[src/rtl/nubus_pkg.sv]
// Shared types for the NuBus slave engine: ACK status codes, transfer modes,
// FSM states and the byte-lane mask lookup.
package nubus_pkg;

    // ACK status as {tm1_o_n, tm0_o_n}
    localparam logic [1:0] TMN_COMPLETE        = 2'b00;
    localparam logic [1:0] TMN_ERROR           = 2'b01;
    localparam logic [1:0] TMN_TRY_AGAIN_LATER = 2'b11;

    typedef enum logic [2:0] {
        XFER_WORD,
        XFER_HALF0,
        XFER_HALF1,
        XFER_BYTE0,
        XFER_BYTE1,
        XFER_BYTE2,
        XFER_BYTE3,
        XFER_BLOCK
    } xfer_mode_e;

    typedef enum logic [1:0] {
        ST_IDLE,
        ST_CAPT,
        ST_MEM,
        ST_ACK
    } state_e;

    function automatic logic [3:0] lane_mask(input xfer_mode_e mode);
        logic [3:0] be;
        be = 4'b0000;
        case (mode)
            XFER_WORD:  be = 4'b1111;
            XFER_HALF0: be = 4'b0011;
            XFER_HALF1: be = 4'b1100;
            XFER_BYTE0: be = 4'b0001;
            XFER_BYTE1: be = 4'b0010;
            XFER_BYTE2: be = 4'b0100;
            XFER_BYTE3: be = 4'b1000;
            default:    be = 4'b0000;
        endcase
        return be;
    endfunction

endpackage

[src/rtl/nubus_slave_ctrl_if.sv]
// Pin-level bundle of the NuBus slave engine: NuBus side (active low) and
// local memory request side. slave = engine view, master = environment view.
interface nubus_slave_ctrl_if;
    logic [3:0]  id_n;
    logic        start_n;
    logic        ack_n;
    logic        tm0_n;
    logic        tm1_n;
    logic [31:0] ad_n;
    logic [31:0] ad_o_n;
    logic        ad_oe;
    logic        tm0_o_n;
    logic        tm1_o_n;
    logic        tm_oe;
    logic        ack_o_n;
    logic        ack_oe;
    logic        busy;
    logic        mem_valid;
    logic        mem_we;
    logic [25:0] mem_addr;
    logic        mem_space;
    logic [3:0]  mem_be;
    logic [31:0] mem_wdata;
    logic        mem_ready;
    logic        mem_err;
    logic [31:0] mem_rdata;
    logic        mem_abort;

    modport slave (
        input  id_n, start_n, ack_n, tm0_n, tm1_n, ad_n,
        input  mem_ready, mem_err, mem_rdata,
        output ad_o_n, ad_oe, tm0_o_n, tm1_o_n, tm_oe, ack_o_n, ack_oe, busy,
        output mem_valid, mem_we, mem_addr, mem_space, mem_be, mem_wdata, mem_abort
    );

    modport master (
        output id_n, start_n, ack_n, tm0_n, tm1_n, ad_n,
        output mem_ready, mem_err, mem_rdata,
        input  ad_o_n, ad_oe, tm0_o_n, tm1_o_n, tm_oe, ack_o_n, ack_oe, busy,
        input  mem_valid, mem_we, mem_addr, mem_space, mem_be, mem_wdata, mem_abort
    );
endinterface

[src/rtl/nubus_tm_decode.sv]
// Combinational decode of NuBus transfer mode and address low bits into
// write flag, byte enables and block flag.
module nubus_tm_decode
    import nubus_pkg::*;
(
    input  logic       tm1_n,
    input  logic       tm0_n,
    input  logic [1:0] ad_lo_n,
    output logic       we,
    output logic [3:0] be,
    output logic       block
);

    xfer_mode_e mode;

    always_comb begin
        mode = XFER_BLOCK;
        case ({tm0_n, ad_lo_n})
            3'b111:  mode = XFER_WORD;
            3'b101:  mode = XFER_HALF0;
            3'b001:  mode = XFER_HALF1;
            3'b110:  mode = XFER_BYTE0;
            3'b100:  mode = XFER_BYTE1;
            3'b010:  mode = XFER_BYTE2;
            3'b000:  mode = XFER_BYTE3;
            default: mode = XFER_BLOCK;
        endcase
    end

    assign we    = ~tm1_n;
    assign be    = lane_mask(mode);
    assign block = (mode == XFER_BLOCK);

endmodule

[src/rtl/nubus_slave_ctrl.sv]
// NuBus slave protocol engine: slot decode, one local request per transaction,
// ACK with status/read data. Define SUPERSLOT_EN to also decode super slot space.
//
// state | meaning
// IDLE  | waiting for a start cycle addressed to this slot
// CAPT  | address phase done; write data latched at end of cycle
// MEM   | local request outstanding, timeout counter running
// ACK   | one-cycle ACK drive with status (and read data)
module nubus_slave_ctrl
    import nubus_pkg::*;
#(
    parameter int TAL_CYCLES = 96
) (
    input  logic              nubus_clk,
    input  logic              nubus_rst,
    nubus_slave_ctrl_if.slave bus
);

    localparam logic [7:0] TAL_LOAD = 8'(TAL_CYCLES - 1);

    state_e      state_q, state_d;
    logic [25:0] addr_q, addr_d;
    logic        space_q, space_d;
    logic [3:0]  be_q, be_d;
    logic        we_q, we_d;
    logic        block_q, block_d;
    logic [31:0] wdata_q, wdata_d;
    logic [7:0]  cnt_q, cnt_d;
    logic [1:0]  status_q, status_d;
    logic [31:0] rdata_n_q, rdata_n_d;

    logic [3:0]  slot;
    logic [31:0] addr;
    logic        hit_std, hit_super, start_ok, abort;
    logic        dec_we, dec_block;
    logic [3:0]  dec_be;
    logic [31:0] be_bits;

    nubus_tm_decode u_tm_decode (
        .tm1_n   (bus.tm1_n),
        .tm0_n   (bus.tm0_n),
        .ad_lo_n (bus.ad_n[1:0]),
        .we      (dec_we),
        .be      (dec_be),
        .block   (dec_block)
    );

    assign slot    = ~bus.id_n;
    assign addr    = ~bus.ad_n;
    assign hit_std = (addr[31:24] == {4'hF, slot});
`ifdef SUPERSLOT_EN
    assign hit_super = (addr[31:28] == slot) && (slot != 4'h0) && (slot != 4'hF);
`else
    assign hit_super = 1'b0;
`endif
    // An attention cycle (start with ack asserted) is never a transaction
    assign start_ok = !bus.start_n && bus.ack_n && (hit_std || hit_super);
    assign be_bits  = {{8{be_q[3]}}, {8{be_q[2]}}, {8{be_q[1]}}, {8{be_q[0]}}};

    always_comb begin
        state_d   = state_q;
        addr_d    = addr_q;
        space_d   = space_q;
        be_d      = be_q;
        we_d      = we_q;
        block_d   = block_q;
        wdata_d   = wdata_q;
        cnt_d     = cnt_q;
        status_d  = status_q;
        rdata_n_d = rdata_n_q;
        abort     = 1'b0;
        case (state_q)
            ST_IDLE: begin
                if (start_ok) begin
                    state_d = ST_CAPT;
                    addr_d  = hit_super ? addr[27:2] : {4'b0000, addr[23:2]};
                    space_d = hit_super;
                    be_d    = dec_be;
                    we_d    = dec_we;
                    block_d = dec_block;
                end
            end
            ST_CAPT: begin
                if (we_q) wdata_d = addr;
                if (block_q) begin
                    state_d   = ST_ACK;
                    status_d  = TMN_ERROR;
                    rdata_n_d = '1;
                end else begin
                    state_d = ST_MEM;
                    cnt_d   = TAL_LOAD;
                end
            end
            ST_MEM: begin
                // mem_ready on the terminal cycle still completes normally
                if (bus.mem_ready) begin
                    state_d   = ST_ACK;
                    status_d  = bus.mem_err ? TMN_ERROR : TMN_COMPLETE;
                    rdata_n_d = ~(bus.mem_rdata & be_bits);
                end else if (cnt_q == 8'd0) begin
                    state_d   = ST_ACK;
                    status_d  = TMN_TRY_AGAIN_LATER;
                    rdata_n_d = '1;
                    abort     = 1'b1;
                end else begin
                    cnt_d = cnt_q - 8'd1;
                end
            end
            ST_ACK: state_d = ST_IDLE;
            default: state_d = ST_IDLE;
        endcase
    end

    always_ff @(posedge nubus_clk or posedge nubus_rst) begin
        if (nubus_rst) begin
            state_q   <= ST_IDLE;
            addr_q    <= '0;
            space_q   <= 1'b0;
            be_q      <= '0;
            we_q      <= 1'b0;
            block_q   <= 1'b0;
            wdata_q   <= '0;
            cnt_q     <= '0;
            status_q  <= 2'b11;
            rdata_n_q <= '1;
        end else begin
            state_q   <= state_d;
            addr_q    <= addr_d;
            space_q   <= space_d;
            be_q      <= be_d;
            we_q      <= we_d;
            block_q   <= block_d;
            wdata_q   <= wdata_d;
            cnt_q     <= cnt_d;
            status_q  <= status_d;
            rdata_n_q <= rdata_n_d;
        end
    end

    assign bus.busy      = (state_q != ST_IDLE);
    assign bus.mem_valid = (state_q == ST_MEM);
    assign bus.mem_abort = abort;
    assign bus.mem_we    = we_q;
    assign bus.mem_addr  = addr_q;
    assign bus.mem_space = space_q;
    assign bus.mem_be    = be_q;
    assign bus.mem_wdata = wdata_q;
    assign bus.ack_oe    = (state_q == ST_ACK);
    assign bus.tm_oe     = (state_q == ST_ACK);
    assign bus.ad_oe     = (state_q == ST_ACK) && !we_q;
    assign bus.ack_o_n   = (state_q != ST_ACK);
    assign bus.tm1_o_n   = status_q[1];
    assign bus.tm0_o_n   = status_q[0];
    assign bus.ad_o_n    = rdata_n_q;

endmodule

[src/flat_wrapper.sv]
// flat-port wrapper written by rule: the top's interface ports become plain ports
module nubus_slave_ctrl_flat import nubus_pkg::*;
#(
    parameter int TAL_CYCLES = 96
)
  (nubus_clk, nubus_rst, bus_id_n, bus_start_n, bus_ack_n, bus_tm0_n, bus_tm1_n, bus_ad_n, bus_mem_ready, bus_mem_err, bus_mem_rdata, bus_ad_o_n, bus_ad_oe, bus_tm0_o_n, bus_tm1_o_n, bus_tm_oe, bus_ack_o_n, bus_ack_oe, bus_busy, bus_mem_valid, bus_mem_we, bus_mem_addr, bus_mem_space, bus_mem_be, bus_mem_wdata, bus_mem_abort);
  nubus_slave_ctrl_if bus_i ();
  input  logic nubus_clk;
  input  logic nubus_rst;
  input wire logic [$bits(bus_i.id_n)-1:0] bus_id_n;
  input wire logic [$bits(bus_i.start_n)-1:0] bus_start_n;
  input wire logic [$bits(bus_i.ack_n)-1:0] bus_ack_n;
  input wire logic [$bits(bus_i.tm0_n)-1:0] bus_tm0_n;
  input wire logic [$bits(bus_i.tm1_n)-1:0] bus_tm1_n;
  input wire logic [$bits(bus_i.ad_n)-1:0] bus_ad_n;
  input wire logic [$bits(bus_i.mem_ready)-1:0] bus_mem_ready;
  input wire logic [$bits(bus_i.mem_err)-1:0] bus_mem_err;
  input wire logic [$bits(bus_i.mem_rdata)-1:0] bus_mem_rdata;
  output wire logic [$bits(bus_i.ad_o_n)-1:0] bus_ad_o_n;
  output wire logic [$bits(bus_i.ad_oe)-1:0] bus_ad_oe;
  output wire logic [$bits(bus_i.tm0_o_n)-1:0] bus_tm0_o_n;
  output wire logic [$bits(bus_i.tm1_o_n)-1:0] bus_tm1_o_n;
  output wire logic [$bits(bus_i.tm_oe)-1:0] bus_tm_oe;
  output wire logic [$bits(bus_i.ack_o_n)-1:0] bus_ack_o_n;
  output wire logic [$bits(bus_i.ack_oe)-1:0] bus_ack_oe;
  output wire logic [$bits(bus_i.busy)-1:0] bus_busy;
  output wire logic [$bits(bus_i.mem_valid)-1:0] bus_mem_valid;
  output wire logic [$bits(bus_i.mem_we)-1:0] bus_mem_we;
  output wire logic [$bits(bus_i.mem_addr)-1:0] bus_mem_addr;
  output wire logic [$bits(bus_i.mem_space)-1:0] bus_mem_space;
  output wire logic [$bits(bus_i.mem_be)-1:0] bus_mem_be;
  output wire logic [$bits(bus_i.mem_wdata)-1:0] bus_mem_wdata;
  output wire logic [$bits(bus_i.mem_abort)-1:0] bus_mem_abort;
  assign bus_i.id_n = bus_id_n;
  assign bus_i.start_n = bus_start_n;
  assign bus_i.ack_n = bus_ack_n;
  assign bus_i.tm0_n = bus_tm0_n;
  assign bus_i.tm1_n = bus_tm1_n;
  assign bus_i.ad_n = bus_ad_n;
  assign bus_i.mem_ready = bus_mem_ready;
  assign bus_i.mem_err = bus_mem_err;
  assign bus_i.mem_rdata = bus_mem_rdata;
  assign bus_ad_o_n = bus_i.ad_o_n;
  assign bus_ad_oe = bus_i.ad_oe;
  assign bus_tm0_o_n = bus_i.tm0_o_n;
  assign bus_tm1_o_n = bus_i.tm1_o_n;
  assign bus_tm_oe = bus_i.tm_oe;
  assign bus_ack_o_n = bus_i.ack_o_n;
  assign bus_ack_oe = bus_i.ack_oe;
  assign bus_busy = bus_i.busy;
  assign bus_mem_valid = bus_i.mem_valid;
  assign bus_mem_we = bus_i.mem_we;
  assign bus_mem_addr = bus_i.mem_addr;
  assign bus_mem_space = bus_i.mem_space;
  assign bus_mem_be = bus_i.mem_be;
  assign bus_mem_wdata = bus_i.mem_wdata;
  assign bus_mem_abort = bus_i.mem_abort;
  nubus_slave_ctrl #(.TAL_CYCLES(TAL_CYCLES)) u_core (.nubus_clk(nubus_clk), .nubus_rst(nubus_rst), .bus(bus_i));
endmodule
[config.mk]
export PLATFORM = sky130hd
export DESIGN_NAME = nubus_slave_ctrl_flat
export DESIGN_NICKNAME = d
export VERILOG_FILES = /design/src/rtl/nubus_pkg.sv /design/src/rtl/nubus_slave_ctrl_if.sv /design/src/rtl/nubus_tm_decode.sv /design/src/rtl/nubus_slave_ctrl.sv /design/src/flat_wrapper.sv
export SDC_FILE = /design/constraint.sdc
export NUM_CORES = 1
export LEC_CHECK = 0
export CAP_MARGIN = 40
export CORE_ASPECT_RATIO = 1.4
export CORE_MARGIN = 8
export CORE_UTILIZATION = 44
export CTS_BUF_LIST = sky130_fd_sc_hd__clkbuf_8
export DETAILED_ROUTE_END_ITERATION = 10
export GPL_TIMING_DRIVEN = 0
export PLACE_DENSITY = 0.79
export SLEW_MARGIN = 20
export SYNTH_ARGS = -nofsm -noshare
export SYNTH_HDL_FRONTEND = slang
export SYNTH_HIERARCHICAL = 1
export SYNTH_SLANG_ARGS = --single-unit
[constraint.sdc]
create_clock -name nubus_clk -period 3.5 [get_ports nubus_clk]
set_input_delay 0.35 -clock nubus_clk [delete_from_list [all_inputs] [get_ports nubus_clk]]
set_output_delay 0.35 -clock nubus_clk [all_outputs]
set_load 0.01 [all_outputs]
==> summary.md, run 1 <==
| Metric | Value |
|---|---|
| Share of layout cells above drive strength 1 | `12.46%` |
| H-tree levels | `3` |
| Full die area | `13,440 um^2` |
| Iter 0 DRT Violations | `173` |
| Detail Route Antenna Nets | `0` |
| Placer Congestion | `0.7954` |
| WL final | `12.82 mm` |
| Nature of the critical path startpoint | `flip-flop` |
| Final net count | `689` |
| Mean post-synth cell area | `10.55 um^2` |
| Synth Instances | `415` |
| WHS | `351.2 ps` |
| Crit-path max FO | `4` |
| Residual DRC | `0` |
| VDD IR max | `approximately 0.00033 V` |
| Synth top area share | `40.02%` |
| Vias post-DR | `about 3,800` |
| Status | `completed` |
| Synth-to-Final Area Change | `49.23%` |
| Met1 Wirelength | `4.747 mm` |
| DR top layer | `met4` |
| WL met2 | `6.233 mm` |
| Met3 WL post-DR | `1.726 mm` |
| CTS root buf | `clkbuf_8` |
| Fin crit share | `75.93%` |
| Ys Warns | `6` |
| Max capacitance violation total | `0` |
| Yosys top cell by area | `dfrtp_1` |
| Setup Skew | `8.402 ps` |
| Crit Path Class | `flip-flop to primary output` |
| Initial cell density of the core | `44.70%` |
| Dominant cell by count in the synthesized netlist | `dfrtp_1` |
| Placed instance area | `6345 um^2` |
| Vias in the first global route | `3,934` |
| Setup slack, reg-to-reg | `1240 ps` |
| Max-slew violation count | `0` |
| CP max-delay cell | `clkdlybuf4s50_1` |
| Worst Path Required | `3150 ps` |
| ANT cells | `0` |
| Core Box Area | `9792 um^2` |
| Pin count of the biggest net entering global routing | `70` |
| CTS sink count | `104` |
| All-Layer GR Usage | `19.21%` |
| Worst-Margin Slew | `508.5 ps` |
| Seq/Total Area, Yosys | `60.43%` |
| First-pass detailed-route iteration total | `5` |
| Cell area after layout | `~6500 um^2` |
| Crit path capture type | `primary output` |
| CP Buf/Inv Count | `2` |
| Power Density | `513.7 nW/um^2` |
| Crit path DAT | `approximately 2300 ps` |
| Longest Clk Path Bufs | `2` |
| FP Rows | `43` |
| IO Pins | `181` |
| Final Non-Filler Cells | `745` |
| Count of final setup violators | `0` |
| Buffers on Ports | `175` |
| F_max | `376.3 MHz` |
| Total power | `roughly 0.0034 W` |
| CTS resizes | `0` |
| CTS tree | `built` |
| Leakage | `2.814 nW` |
| Cells along the critical path | `inv_1 -> ha_1 -> nor3b_1 -> nand2_1 -> nor2_1 -> clkdlybuf4s50_1` |
| Placed cells | `730` |
| Top post-synthesis cells by area | `dfrtp_1 (40%), dfstp_2 (20%), nor2_1 (5.3%)` |
| Setup bufs post-CTS | `0` |
| Count of cell types in the netlist | `46` |
| Seq cells post-synth | `about 100` |
| Post-DP HPWL | `9.950 mm` |
| Cell Area, Synth | `4377 um^2` |
| Die width | `100.3 um` |
| Slew HR | `66.10%` |
| Delay-heaviest family, CP | `simple AND/OR/NAND/NOR gates` |
| Final Hold Fails | `0` |
| Clock Latency Late Sink | `around 370 ps` |
| Period minus WS final | `around 2700 ps` |
| First-pass GRT wire length | `just over 20 mm` |
| Main synth FF type | `dfrtp_1` |
| Crit path largest cell delay | `570 ps` |
| Hold buffers post-CTS | `0` |
| Post-synth EDFFs | `0` |
| Hold crit path type | `input pin to asynchronous set/reset pin` |
| Initial antenna violation count | `0` |
| Die Y | `~130 um` |
| Clk pin slew, worst setup/hold paths | `90 ps` |
| Via-to-Cell Ratio | `5.036` |
| RSZ-0062 raised after global routing | `no` |
| Top post-synthesis cells by count | `dfrtp_1 (70), nor2_1 (62), nand2_1 (44)` |
| Post-synth ARST share | `between 90% and 100%` |
| WL/cell | `17.21 um` |
| Cts bufs inserted | `9` |
| Gr ovfl total | `0` |
## final timing paths
kind	start	to	depth (start not counted)
setup / recovery	u_core/cnt_q[0]	bus_mem_abort	6
hold / removal	nubus_rst	u_core/cnt_q[6]	2
setup reg to reg	u_core/state_q[1]	u_core/bus.ad_o_n[11]	9
hold reg to reg	u_core/bus.mem_wdata[21]	u_core/bus.mem_wdata[21]	2
max in group asynchronous	nubus_rst	u_core/status_q[1]	3
min in group nubus_clk	u_core/bus.mem_wdata[21]	u_core/bus.mem_wdata[21]	2
## flip-flops by register name, indices dropped and copies added, names as in the netlist
register / cells
u_core/block_q: 1
u_core/bus.ad_o_n: 32
u_core/bus.mem_addr: 22
u_core/bus.mem_be: 4
u_core/bus.mem_wdata: 32
u_core/bus.mem_we: 1
u_core/cnt_q: 8
u_core/state_q: 2
u_core/status_q: 2
## placed cells by master, fill, tap and decap left out, drive strengths merged, types with 6 or more instances in the layout
cell and count:
a21oi 28, inv 13, mux2 6, nand3 6
dfrtp 70, ha 7, o21ai 38, a31oi 34
clkbuf 18, clkdlybuf4s50 175, dfstp 34, nand2 44
xor2 6, nor2 62, buf 25
## logic make-up (layout without fill, tap and decap cells)
kind of cell,count (synthesis),after routing,share of synthesized area (%)
fa+ha+maj,7,7,2.001
simple gates,132,132,13.38
buf+inv,44,235,5.803
compound gates,110,110,14.21
mux,9,9,2.487
other cells,1,5,0.08568
xor+xnor,8,8,1.601
flops,104,104,60.43
## layer usage
| metal | global-route usage (%) | vias to the layer above |
|---|---|---|
| met4 | 6.076 | 0 |
| met1 | 20.03 | 1791 |
| met5 | 0 | - |
| met3 | 10.94 | 7 |
| met2 | 31.75 | 161 |
| li1 | - | 1793 |
## worst register-to-register path, stage by stage, from the launching register on
cell	delay (ps)
dfrtp_1	440
inv_1	120
ha_1	140
clkbuf_1	320
nand2_1	270
a21oi_1	260
buf_2	240
buf_4	200
nor2_1	50
a31oi_1	160
## cell type report
| class | count | area [um^2] |
|---|---|---|
| Buffer | 32 | 209.0 |
| Timing Repair Buffer | 176 | 1779 |
| Fill cell | 792 | 3261 |
| Sequential cell | 104 | 2645 |
| Inverter | 12 | 50.05 |
| Clock inverter | 5 | 48.80 |
| Tap cell | 135 | 168.9 |
| Multi-Input combinational cell | 271 | 1493 |
| Clock buffer | 10 | 137.6 |
## power by group
group	total, W	switching [W]	internal [W]
sequential	0.00145	0.0000978	0.00136
combinational	0.00118	0.000625	0.000556
clock	0.000720	0.000381	0.000339
## through the flow
| step | util (%) | setup TNS [ps] | setup slack, ps |
|---|---|---|---|
| after floorplan | - | 0 | 474.1 |
| after global placement | 64.46 | -67140 | -965.9 |
| after detailed placement | 64.80 | 0 | 1061 |
| after CTS | 66.70 | 0 | 812.3 |
| after global routing | 66.70 | 0 | 717.7 |
| final | 66.70 | 0 | 842.3 |
Power figures use the tool's default switching activity.
==> inputs of run 2 (changes only) <==
--- a/config.mk
+++ b/config.mk
@@ -8,11 +8,11 @@
 export CAP_MARGIN = 40
 export CORE_ASPECT_RATIO = 1.4
 export CORE_MARGIN = 8
-export CORE_UTILIZATION = 44
+export CORE_UTILIZATION = 40
 export CTS_BUF_LIST = sky130_fd_sc_hd__clkbuf_8
 export DETAILED_ROUTE_END_ITERATION = 10
 export GPL_TIMING_DRIVEN = 0
-export PLACE_DENSITY = 0.79
+export PLACE_DENSITY = 0.76
 export SLEW_MARGIN = 20
 export SYNTH_ARGS = -nofsm -noshare
 export SYNTH_HDL_FRONTEND = slang
==> constraint.sdc (replaced) <==
create_clock -name nubus_clk -period 2.3 [get_ports nubus_clk]
set_input_delay 0.23 -clock nubus_clk [delete_from_list [all_inputs] [get_ports nubus_clk]]
set_output_delay 0.23 -clock nubus_clk [all_outputs]
set_load 0.01 [all_outputs]
==> run 2 against run 1 <==
  * Via count grew 0.61%
  * Die area rose by 8.6%
  * Worst hold slack better by 12 ps
  * Utilization decreased by 5.6 points
  * Clock skew grew 2.2 ps
  * Highest routed layer unchanged
==> summary.md, run 2 (synthesis gave the netlist of run 1 again) <==
| Metric | Value |
|---|---|
| Power Density | `772.8 nW/um^2 (was 513.7 nW/um^2)` |
| Count of final setup violators | `0 (unchanged)` |
| Vias post-DR | `3,775 (was 3,752)` |
| First-pass detailed-route iteration total | `4 (was 5)` |
| Register area | `2645 um^2 (unchanged)` |
| Detail Route Antenna Nets | `0 (unchanged)` |
| Period minus WS final | `approximately 2100 ps` |
| Gr ovfl total | `0 (unchanged)` |
| Full die area | `14,590 um^2 (was 13,440 um^2)` |
| Final Hold Fails | `0 (unchanged)` |
| Clock Latency Late Sink | `370 ps (about the same)` |
| Initial cell density of the core | `40.70% (was 44.70%)` |
| Fillers | `906 (was 792)` |
| IO Pins | `181 (unchanged)` |
| Longest Clk Path Bufs | `2 (unchanged)` |
| Cell area after layout | `6569 um^2 (was 6531 um^2)` |
| Fin crit share | `91.35%` |
| Placed instance area | `6384 um^2 (was 6345 um^2)` |
| F_max | `475.9 MHz` |
| All-Layer GR Usage | `18.02% (was 19.21%)` |
| Post-DP HPWL | `10.26 mm (was 9.950 mm)` |
| Crit path capture type | `primary output (unchanged)` |
| Die Y | `139.8 um (was 134.0 um)` |
| Crit-path max FO | `4 (unchanged)` |
| WHS | `363.2 ps (was 351.2 ps)` |
| Met1 usage | `19.29% (was 20.03%)` |
| VDD IR max | `0.0005053 V (was 0.0003344 V)` |
| FP Rows | `45 (was 43)` |
| Max capacitance violation total | `0 (unchanged)` |
| Synth-to-Final Area Change | `50.09% (was 49.23%)` |
| Clk pin slew, worst setup/hold paths | `100 ps (was 90 ps)` |
| RSZ-0062 raised after global routing | `no (unchanged)` |
| First-pass GRT wire length | `21.30 mm (was 20.38 mm)` |
| Iter 0 DRT Violations | `148 (was 173)` |
| Commonest non-fill, non-tap cell in the layout | `clkdlybuf4s50_1 (unchanged)` |
| Placer Congestion | `0.7603 (was 0.7954)` |
| Nature of the critical path startpoint | `flip-flop (unchanged)` |
| Worst Path Required | `2070 ps (was 3150 ps)` |
| Core Box Area | `10,750 um^2 (was 9792 um^2)` |
| Multi-input logic area | `1500 um^2 (was 1493 um^2)` |
| Final TNS setup | `0 ps (unchanged)` |
| CTS root buf | `clkbuf_8 (unchanged)` |
| M3 GR Usage | `8.087% (was 10.94%)` |
| Crit path DAT | `1870 ps (was 2310 ps)` |
| WL/cell | `17.23 um (was 17.21 um)` |
| WL final | `12.98 mm (was 12.82 mm)` |
| GR Util met2 | `30.33% (was 31.75%)` |
| Gr busiest metal | `met2 (unchanged)` |
| Max-slew violation count | `0 (unchanged)` |
| Leakage | `2.823 nW (was 2.814 nW)` |
| Residual DRC | `0 (unchanged)` |
| Final net count | `690 (was 689)` |
| Initial antenna violation count | `0 (unchanged)` |
| CTS tree | `built (unchanged)` |
| Hold crit path type | `input pin to asynchronous set/reset pin (unchanged)` |
| Share of layout cells above drive strength 1 | `13.73% (was 12.46%)` |
| Crit Path Class | `flip-flop to primary output (unchanged)` |
| Setup bufs post-CTS | `0 (unchanged)` |
| CP max-delay cell | `dfrtp_1 (was clkdlybuf4s50_1)` |
| CTS sink count | `104 (unchanged)` |
| ANT cells | `0 (unchanged)` |
| Buffers on Ports | `175 (unchanged)` |
| H-tree levels | `3 (unchanged)` |
| Setup slack, reg-to-reg | `250 ps (was 1240 ps)` |
| Hold buffers post-CTS | `0 (unchanged)` |
| Crit path largest cell delay | `420 ps (was 570 ps)` |
| Pin count of the biggest net entering global routing | `35 (was 70)` |
| Setup Skew | `10.58 ps (was 8.402 ps)` |
| Die width | `104.4 um (was 100.3 um)` |
| Via-to-Cell Ratio | `5.013 (was 5.036)` |
| Status | `completed (unchanged)` |
| Vias in the first global route | `4,163 (was 3,934)` |
| Cts bufs inserted | `9 (unchanged)` |
| Most frequent cells in the layout | `clkdlybuf4s50_1 (174), dfrtp_1 (70), nor2_1 (62), nand2_1 (44), o21ai_0 (37) (was clkdlybuf4s50_1 (175), dfrtp_1 (70), nor2_1 (62), nand2_1 (44), o21ai_0 (37))` |
| Cells along the critical path | `inv_1 -> ha_1 -> nor3b_2 -> nand2_1 -> nor2_1 -> dlygate4sd2_1 (was inv_1 -> ha_1 -> nor3b_1 -> nand2_1 -> nor2_1 -> clkdlybuf4s50_1)` |
-- run 2: cell types whose count changed in the layout (fill, tap and decap cells not counted), sizes merged --
cell | previous run | this run
clkbuf | 18 | 17
bufinv | 1 | 0
clkdlybuf4s50 | 175 | 174
dlygate4sd2 | 0 | 1
clkinvlp | 1 | 4
clkinv | 2 | 1
buf | 25 | 27
-- run 2: final cells by class --
class	instances	area share, %
repair buffers	178	27.56
plain buffers	31	3.143
clock inverters	6	0.6667
flip-flops and latches	104	40.27
inverters	12	0.7429
well taps	141	2.686
clock buffers	10	2.095
multi-input cells	271	22.84
-- run 2: where the power goes --
group          internal [W]  total (W)  switching, W  leakage [nW]
sequential          0.00206    0.00222      0.000154          1.14
combinational      0.000860    0.00180      0.000944          1.60
clock              0.000425    0.00106      0.000630        0.0863
-- run 2: routing by layer --
layer | vias to the layer above | wire length [um]
met2 | 157 | 6265
met3 | 14 | 1389
li1 | 1787 | -
met5 | - | 0
met4 | 0 | 223
met1 | 1817 | 5099
-- run 2: critical path: cells and delay by family (launching register included) --
kind                       cells  cell delay [ps]
adders and majority gates      1              150
buffers and inverters          2              410
DFF                            1              420
and+or+nand+nor                3              520
-- run 2: timing repair --
item	in CTS	in global routing
endpoints found under the hold margin	0	0
resized for setup	2	3
setup endpoints to repair	1	33
-- run 2: path summary, 6_finish.rpt --
path                       depth (start not counted)                      from                        to
max                                                6           u_core/cnt_q[0]             bus_mem_abort
min                                                2                 nubus_rst      u_core/bus.ad_o_n[4]
max in group asynchronous                          4                 nubus_rst   u_core/bus.mem_wdata[7]
min in group nubus_clk                             2          bus_mem_rdata[7]      u_core/bus.ad_o_n[7]
min reg2reg                                        2  u_core/bus.mem_wdata[10]  u_core/bus.mem_wdata[10]
max reg2reg                                        8         u_core/state_q[0]      u_core/bus.ad_o_n[4]
-- run 2: metrics by stage --
step	instances	setup slack (ps)	util, %	total power, W
2_1_floorplan	419	459.2	-	0.003132
3_3_place_gp	735	-156.9	58.80	0.003979
3_5_place_dp	738	-30.07	59.36	0.004050
4_1_cts	754	14.17	61.08	0.005132
5_1_grt	753	14.71	61.08	0.005396
6_report	753	198.9	61.08	0.005076
